### src/rtl/traffic_phase_ctrl.sv
// Purpose : two-road (NS/EW) traffic-light phase sequencer driven by 1 s / 5 s timer ticks.
// Latency : 1 clk from the exiting tick to new lamps/phase; rst_count pulses for that one cycle.
// Backpressure: none; ticks seen while rst_count is high are dropped (timer is being cleared).
//
// Ports:
//   clk, reset            clock, synchronous active-high reset
//   one_sec_tick          1-cycle tick, counted in yellow / all-red phases
//   five_sec_tick         1-cycle tick, counted in green phases
//   ew_car                EW vehicle-present level; NS_GREEN only yields when set
//   rst_count             timer restart pulse on every phase entry
//   ns_light, ew_light    {red,yellow,green} one-hot lamp drives
//   phase                 current state code (debug)
//   ped_req, ns_walk      pedestrian request / NS WALK lamp, present only when
//                         the PED_WALK_EN macro is defined
module traffic_phase_ctrl #(
   parameter int GREEN_5S  = 2,
   parameter int YELLOW_1S = 3,
   parameter int ALLRED_1S = 1
) (
   input  logic       clk,
   input  logic       reset,
   input  logic       one_sec_tick,
   input  logic       five_sec_tick,
   input  logic       ew_car,
   output logic       rst_count,
   output logic [2:0] ns_light,
   output logic [2:0] ew_light,
   output logic [2:0] phase
`ifdef PED_WALK_EN
   ,
   input  logic       ped_req,
   output logic       ns_walk
`endif
);

   typedef enum logic [2:0] {
      NS_GREEN  = 3'd0,
      NS_YELLOW = 3'd1,
      RED_A     = 3'd2,
      EW_GREEN  = 3'd3,
      EW_YELLOW = 3'd4,
      RED_B     = 3'd5
   } state_t;

   localparam logic [2:0] LAMP_RED    = 3'b100;
   localparam logic [2:0] LAMP_YELLOW = 3'b010;
   localparam logic [2:0] LAMP_GREEN  = 3'b001;

   state_t     state_q, state_d;
   logic [3:0] phase_cnt_q, phase_cnt_d;
   logic       rst_count_q, rst_count_d;
   logic [2:0] ns_light_q, ns_light_d;
   logic [2:0] ew_light_q, ew_light_d;

   logic       tick;        // tick of the current phase's unit, accepted
   logic [3:0] target;      // dwell length of the current phase, in its unit
   logic       ns_yield;    // NS_GREEN allowed to leave at its exit point
   logic       ns_green_entry;

`ifdef PED_WALK_EN
   logic       req_q, req_d;
   logic       ns_walk_q, ns_walk_d;
   logic       req_pend;
`endif

   always_comb begin
      tick   = 1'b0;
      target = 4'd1;
      case (state_q)
         NS_GREEN, EW_GREEN: begin
            tick   = five_sec_tick;
            target = 4'(GREEN_5S);
         end
         NS_YELLOW, EW_YELLOW: begin
            tick   = one_sec_tick;
            target = 4'(YELLOW_1S);
         end
         default: begin
            tick   = one_sec_tick;
            target = 4'(ALLRED_1S);
         end
      endcase
      // The timer is being restarted this cycle; whatever it emits is stale.
      if (rst_count_q)
         tick = 1'b0;

`ifdef PED_WALK_EN
      req_pend = req_q | ped_req;
      // A waiting request, or the walk currently being served, forces NS to yield.
      ns_yield = ew_car | req_q | ns_walk_q;
`else
      ns_yield = ew_car;
`endif

      state_d     = state_q;
      phase_cnt_d = phase_cnt_q;
      rst_count_d = 1'b0;

      if (tick) begin
         if (phase_cnt_q == target - 4'd1) begin
            phase_cnt_d = 4'd0;
            if (state_q == NS_GREEN && !ns_yield) begin
               // No EW demand: re-arm NS_GREEN silently, timer keeps running.
               state_d = NS_GREEN;
            end else begin
               rst_count_d = 1'b1;
               case (state_q)
                  NS_GREEN:  state_d = NS_YELLOW;
                  NS_YELLOW: state_d = RED_A;
                  RED_A:     state_d = EW_GREEN;
                  EW_GREEN:  state_d = EW_YELLOW;
                  EW_YELLOW: state_d = RED_B;
                  default:   state_d = NS_GREEN;
               endcase
            end
         end else begin
            phase_cnt_d = phase_cnt_q + 4'd1;
         end
      end

      ns_green_entry = (state_d == NS_GREEN) && (state_q != NS_GREEN);

      ns_light_d = LAMP_RED;
      ew_light_d = LAMP_RED;
      case (state_d)
         NS_GREEN:  ns_light_d = LAMP_GREEN;
         NS_YELLOW: ns_light_d = LAMP_YELLOW;
         EW_GREEN:  ew_light_d = LAMP_GREEN;
         EW_YELLOW: ew_light_d = LAMP_YELLOW;
         default:   ;
      endcase

`ifdef PED_WALK_EN
      if (ns_green_entry) begin
         ns_walk_d = req_pend;
         req_d     = 1'b0;
      end else begin
         ns_walk_d = (state_d == NS_GREEN) ? ns_walk_q : 1'b0;
         req_d     = req_pend;
      end
`endif
   end

   always_ff @(posedge clk) begin
      if (reset) begin
         state_q     <= RED_B;
         phase_cnt_q <= 4'd0;
         rst_count_q <= 1'b1;
         ns_light_q  <= LAMP_RED;
         ew_light_q  <= LAMP_RED;
`ifdef PED_WALK_EN
         req_q       <= 1'b0;
         ns_walk_q   <= 1'b0;
`endif
      end else begin
         state_q     <= state_d;
         phase_cnt_q <= phase_cnt_d;
         rst_count_q <= rst_count_d;
         ns_light_q  <= ns_light_d;
         ew_light_q  <= ew_light_d;
`ifdef PED_WALK_EN
         req_q       <= req_d;
         ns_walk_q   <= ns_walk_d;
`endif
      end
   end

   assign rst_count = rst_count_q;
   assign ns_light  = ns_light_q;
   assign ew_light  = ew_light_q;
   assign phase     = state_q;
`ifdef PED_WALK_EN
   assign ns_walk   = ns_walk_q;
`endif

endmodule
### config.mk
export PLATFORM = sky130hd
export DESIGN_NAME = traffic_phase_ctrl
export DESIGN_NICKNAME = d
export VERILOG_FILES = /design/src/rtl/traffic_phase_ctrl.sv
export SDC_FILE = /design/constraint.sdc
export NUM_CORES = 1
export LEC_CHECK = 0
export CAP_MARGIN = 25
export CORE_AREA = 2 2 48 50
export DETAILED_ROUTE_END_ITERATION = 8
export DIE_AREA = 0 0 50 52
export PLACE_DENSITY = 0.61
export SLEW_MARGIN = 15
export SYNTH_ARGS = -nofsm -noshare
export SYNTH_HDL_FRONTEND = slang
export SYNTH_SLANG_ARGS = --single-unit
### constraint.sdc
create_clock -name clk -period 1.8 [get_ports clk]
set_input_delay 0.27 -clock clk [delete_from_list [all_inputs] [get_ports clk]]
set_output_delay 0.27 -clock clk [all_outputs]
set_load 0.005 [all_outputs]
==> results of run 1 <==
-- layout make-up --
cell class,count,share of cell area (%)
multi-input cells,66,43.5
flip-flops and latches,14,25.5
repair buffers,31,23.9
clock buffers,4,3.24
well taps,28,3.13
inverters,2,0.671
-- synth_stat cells --
| library cell | count | share of area [%] |
|---|---|---|
| dfxtp_1 | 14 | 36 |
| nor3_1 | 9 | 5.8 |
| nor2_1 | 5 | 2.4 |
| o21ai_0 | 4 | 2.6 |
| or3_1 | 4 | 3.2 |
| clkbuf_1 | 3 | 1.5 |
| nand2_1 | 3 | 1.5 |
| nand2b_1 | 3 | 2.4 |
| xor2_1 | 3 | 3.4 |
| a21oi_1 | 2 | 1.3 |
| buf_1 | 2 | 0.97 |
| nor4_1 | 2 | 1.6 |
| o41ai_1 | 2 | 2.3 |
| or2_1 | 2 | 1.6 |
| xnor2_1 | 2 | 2.3 |
| a211o_1 | 1 | 1.1 |
| a21oi_2 | 1 | 1.1 |
| a31oi_1 | 1 | 0.81 |
| a32oi_1 | 1 | 1.1 |
| and3_1 | 1 | 0.81 |
| and4bb_1 | 1 | 1.6 |
| buf_2 | 1 | 0.64 |
| buf_4 | 1 | 0.97 |
| ha_1 | 1 | 1.6 |
| inv_1 | 1 | 0.48 |
| inv_2 | 1 | 0.48 |
| mux2_1 | 1 | 1.5 |
| mux2i_1 | 1 | 1.3 |
| nand3_1 | 1 | 0.64 |
| nand3b_1 | 1 | 0.97 |
| nand4_1 | 1 | 0.81 |
| nor2b_1 | 1 | 0.81 |
| nor3_2 | 1 | 1.3 |
| nor4b_1 | 1 | 1.1 |
| o211ai_1 | 1 | 0.97 |
| o211ai_2 | 1 | 1.6 |
| o21bai_1 | 1 | 0.97 |
| o22ai_1 | 1 | 0.81 |
| o2bb2ai_1 | 1 | 1.1 |
| o311ai_1 | 1 | 1.1 |
| o31ai_1 | 1 | 0.97 |
| or2_2 | 1 | 0.81 |
| or3_4 | 1 | 1.5 |
| xnor2_2 | 1 | 2.1 |
-- kinds of logic (layout without fill, tap and decap cells) --
kind of cell | Yosys count | in the layout
compound gates | 19 | 19
xor+xnor | 6 | 6
fa+ha+maj | 1 | 1
buf+inv | 9 | 37
flops | 14 | 14
mux | 2 | 2
simple gates | 38 | 38
-- timing repair --
item                                    in CTS  in global routing
gates resized for setup                      4                  3
endpoints found under the setup margin       3                  4
pin swaps                                    0                  3
-- sequential cells by signal, indices dropped and copies added, names as in the netlist --
register / cells
phase: 3
rst_count: 1
ew_light: 3
ns_light: 3
phase_cnt_q: 4
-- per-layer routing --
layer,vias up,wire [microns]
li1,384,-
met1,375,875
met2,25,894
met3,2,93
met4,0,14
met5,-,0
-- cell usage in the layout, fill, tap and decap left out, types with 4 or more instances in the layout --
| cell | netlist | layout |
|---|---|---|
| buf_4 | 1 | 17 |
| clkdlybuf4s50_1 | 0 | 14 |
| dfxtp_1 | 14 | 12 |
| nor2_1 | 5 | 4 |
| nor3_1 | 9 | 9 |
| or3_1 | 4 | 4 |
-- power by group through the flow --
stage	Combinational [mW]	Clock, mW	Sequential, mW
2_1_floorplan	0.177	0	0.360
3_3_place_gp	0.298	0	0.368
3_5_place_dp	0.299	0	0.370
4_1_cts	0.306	0.233	0.363
5_1_grt	0.342	0.250	0.368
6_report	0.313	0.229	0.363
-- worst max-delay path, cell delays in order (launching register included) --
cell and delay [ps]:
dfxtp_2 370, xnor2_4 190, and4bb_2 290, o211ai_4 120, or3_4 410, a211o_1 250
-- worst paths after layout --
path                                             startpoint                           to  slack [ps]  cells past startpoint
worst min register to register  phase_cnt_q[3]$_SDFFE_PP0N_  phase_cnt_q[3]$_SDFFE_PP0N_         600                      2
worst max-delay path                    phase[1]$_SDFF_PP0_          phase[0]$_SDFF_PP1_          60                      5
worst max register to register          phase[1]$_SDFF_PP0_          phase[0]$_SDFF_PP1_          60                      5
worst min-delay path            phase_cnt_q[3]$_SDFFE_PP0N_  phase_cnt_q[3]$_SDFFE_PP0N_         600                      2
-- stage by stage --
| stage | hold WS (ps) | area [sq um] | TNS (ps) | util (%) |
|---|---|---|---|---|
| floorplan | 417 | 792 | -18.7 | - |
| global placement | 565 | 1060 | -274 | 50.3 |
| detailed placement | 589 | 1060 | -416 | 50.3 |
| CTS | 612 | 1110 | 0 | 52.6 |
| global route | 651 | 1120 | -14.9 | 53.1 |
| finish | 597 | 1120 | 0 | 53.1 |
==> reports/qor.yml, run 1 <==
power:
  sw_frac_of_total_pct: 30.9
  seqPwrFrac_pct: 40.1
  power.density_nw_per_um2: 809
  power_frac_clock_pct: 25.3
  netSwitchingPower_mw: 0.280
  pwr-share-comb_pct: 34.6
  totalPowerFinal_mw: 0.904
  p_leak_nw: 0.445
  peakVddDrop_mv: 0.494
  power.internal_mw: 0.625
worst_hold_path:
  hold_path_class: "reg -> reg"
timing:
  period_needed_ps: 1740
  finalSetupViolations: 0
  fmax_mhz: 576
  setup_slack_ps: 64.7
  fin_crit_sh_pct: 96.4
  tightest_slew_ps: 399
  skew_ps: 17.4
  slew_violations: 0
  relSlewSlack_pct: 73.2
  rsz0062_at_grt: "true"
  hold_violations: 0
cts:
  clock_latency_ps: 290
  cts-root-buf: "clkbuf_4"
  h-tree-depth: 1
  cts_buffer_depth: 2
  path_clk_slew_ps: 100
  cts-hold-fix-buffers: 0
  postCtsSetupRepairBufs: 0
  cts_sinks: 14
  cts_tree: "built"
  cts_buffers: 3
finish:
  ff_latch_area_sq_um: 285
  multiInputGateArea_sq_um: 487
  nNetsFinal: 124
  n_antenna_cell: 0
  syn_to_final_growth_pct: 44.2
  drive_above_1_share_pct: 28.2
  fillCellCount: 203
  instances_no_fill: 145
synth:
  syn-num-nets: 95
  synth-simple-area-share_pct: 28.9
  ys_seq_area_share_pct: 36.1
  netlist_area_sq_um: 776
  synth_xor_xnor_area_share_pct: 7.74
  synth_fa_ha_area_share_pct: 1.61
  syn_area_per_cell_sq_um: 8.72
  synth_top_family_by_area: "simple AND/OR/NAND/NOR gates"
  synth_mux_area_share_pct: 2.74
  ys_types: 44
  synth_warnings: 0
  syn_inst: 89
  synth_compound_area_share_pct: 17.9
  ys_seq_elements: 14
placement:
  gp_congestion: 0.784
  place_inst: 141
  hpwl_microns: 1450
  dp_slack_ps: -135
  io_buffers: 14
routing:
  dr.pass1.iters: 4
  detail_route.vias_per_cell: 5.42
  drt_iter0_drc: 18
  wire_per_inst_microns: 13.0
  drt-total-wl_microns: 1880
  detail-route-antenna-nets: 0
  vias: 786
  drc: 0
global_routing:
  use_met2_pct: 26.8
  grt_use_total_pct: 16.4
  met1_usage_pct: 20.9
  grt_start_max_net_pins: 11
  antenna_found_initial: 0
  overflow: 0
  use_met3_pct: 4.02
  busiest_layer: "met2"
  grt_first_pass_wirelength_microns: 3250
  grt_pass1_vias: 759
setup_path:
  critPathMaxFanout: 6
  cp.arrival_ps: 1920
  start_kind: "flip-flop"
  path_class: "reg -> reg"
  end_kind: "flip-flop"
  cp.required_ps: 1990
die:
  ios: 15
  die_y_microns: 52
  die_w_microns: 50
  core_area_sq_um: 2110
  dieArea_sq_um: 2600
  core.rowCount: 17
  initial_core_util_pct: 36.8
run:
  drv_cap: 0
run_status:
  status: "complete, no violations"
(Power assumes the default switching activity.)
==> run 2: changes to the inputs <==
Settings changed: CORE_AREA 2 2 48 50 to 2 2 54 56, DIE_AREA 0 0 50 52 to 0 0 56 58, PLACE_DENSITY 0.61 to 0.5.
==> run 2 against run 1 <==
Non-clock buffer count decreased by 2. Clock skew decreased by 11 ps. Utilization decreased by 12 points. Die area increased by 25%. Sequential share of layout area increased by 0.49 points. Critical path depth unchanged. Hold slack got worse by 14 ps. Register-to-register slack got worse by 20 ps. Critical endpoint unchanged. Largest cell class unchanged. Largest power group unchanged. Highest routed layer unchanged.
==> reports/qor.yml, run 2 (synthesis results as in run 1) <==
global_routing:
  grt_first_pass_wirelength_microns: 3390
  grt_use_total_pct: 13.5
  grt_start_max_net_pins: 15
  overflow: 0
  grt_pass1_vias: 752
  antenna_found_initial: 0
routing:
  drc: 0
  drt_iter0_drc: 14
  wire_per_inst_microns: 13.0
  vias: 749
  detail-route-antenna-nets: 0
  detail_route.vias_per_cell: 5.13
  dr.pass1.iters: 4
  drt-total-wl_microns: 1900
setup_path:
  cp.required_ps: 1990
  worst-r2r-cell-count: 5
  r2r_slack_ps: 40
  cp.arrival_ps: 1950
  start_kind: "flip-flop"
  end_kind: "flip-flop"
  critPathMaxFanout: 6
  r2r_start: "phase[0]$_SDFF_PP1_"
  path_class: "reg -> reg"
  reg2reg_to: "phase[0]$_SDFF_PP1_"
finish:
  drive_above_1_share_pct: 26.1
  syn_to_final_growth_pct: 42.7
  final_area_sq_um: 1110
  largest_register_ffs: 4
  instances_no_fill: 146
  final_common_cell: "buf_4"
  top_register: "phase_cnt_q"
  nNetsFinal: 122
  n_antenna_cell: 0
  final_cell_mix: "buf_4 (15), clkdlybuf4s50_1 (14), dfxtp_1 (12), nor3_1 (9), nor2_1 (5)"
  fillCellCount: 277
cts:
  cts_buffers: 3
  cts_tree: "built"
  path_clk_slew_ps: 90
  cts-hold-fix-buffers: 0
  cts_sinks: 14
  cts-root-buf: "clkbuf_4"
  postCtsSetupRepairBufs: 0
  h-tree-depth: 1
  cts_buffer_depth: 2
  clock_latency_ps: 290
die:
  core_area_sq_um: 2660
  core.rowCount: 19
  die_y_microns: 58
  ios: 15
  dieArea_sq_um: 3250
  initial_core_util_pct: 29.1
  die_w_microns: 56
placement:
  place_inst: 142
  gp_congestion: 0.816
  dp_slack_ps: -180
  io_buffers: 14
  hpwl_microns: 1440
  place_area_sq_um: 1050
timing:
  hold_violations: 0
  fmax_mhz: 568
  setup_slack_ps: 40.4
  slew_violations: 0
  fin_crit_sh_pct: 97.8
  rsz0062_at_grt: "true"
  relSlewSlack_pct: 71.5
  finalSetupViolations: 0
  skew_ps: 6.01
  period_needed_ps: 1760
  tightest_slew_ps: 424
power:
  p_leak_nw: 0.437
  power.density_nw_per_um2: 824
  peakVddDrop_mv: 0.443
worst_hold_path:
  holdPathStages: 2
  min_to: "phase_cnt_q[3]$_SDFFE_PP0N_"
  hold_path_class: "reg -> reg"
  min_from: "phase_cnt_q[3]$_SDFFE_PP0N_"
run:
  drv_cap: 0
run_status:
  status: "complete, no violations"
run 2: report_power, final:
| part | switching (mW) | internal, mW |
|---|---|---|
| Combinational | 0.151 | 0.168 |
| Sequential | 0.0229 | 0.336 |
| Clock | 0.111 | 0.123 |
run 2: cell type report:
| cell class | count | area (sq um) | share of cell area (%) |
|---|---|---|---|
| multi-input cells | 66 | 484 | 43.7 |
| well taps | 31 | 38.8 | 3.50 |
| flip-flops and latches | 14 | 288 | 26.0 |
| clock buffers | 4 | 36.3 | 3.28 |
| inverters | 2 | 7.51 | 0.678 |
| repair buffers | 29 | 253 | 22.8 |
run 2: timing repair:
action	CTS	global route
resized for setup	4	3
setup endpoints to repair	2	5
pin swaps	1	3
run 2: critical path, cell delays in order (launching register included):
cell and delay, ps:
dfxtp_4 380, xnor2_4 180, and4bb_2 300, o211ai_4 120, or3_4 410, a211o_1 260
run 2: per-layer routing:
layer,track usage (%),vias to the layer above,share of wire (%)
met4,6.12,0,1.3
met2,20.7,18,44
li1,-,380,-
met3,3.57,4,4.8
met1,17.9,347,50
met5,0,-,0
run 2: how the worst max path moves through the flow:
stage                              from                endpoint  slack, ps  cells past startpoint
floorplan           phase[0]$_SDFF_PP1_     phase[0]$_SDFF_PP1_        -10                      6
global placement          five_sec_tick     phase[0]$_SDFF_PP1_       -150                      5
detailed placement        five_sec_tick     phase[0]$_SDFF_PP1_       -180                      5
CTS                 phase[0]$_SDFF_PP1_     phase[0]$_SDFF_PP1_         10                      5
global route        phase[2]$_SDFF_PP1_  ns_light[2]$_SDFF_PP1_        -20                      7
finish              phase[0]$_SDFF_PP1_     phase[0]$_SDFF_PP1_         40                      5
run 2: through the flow:
stage | TNS [ps] | hold WS, ps | power, mW | util, %
3_5_place_dp | -520 | 563 | 0.674 | 39.4
4_1_cts | 0 | 585 | 0.919 | 41.1
5_1_grt | -36.5 | 625 | 0.968 | 41.6
2_1_floorplan | -18.7 | 417 | 0.537 | -
3_3_place_gp | -383 | 560 | 0.676 | 39.4
6_report | 0 | 583 | 0.913 | 41.6
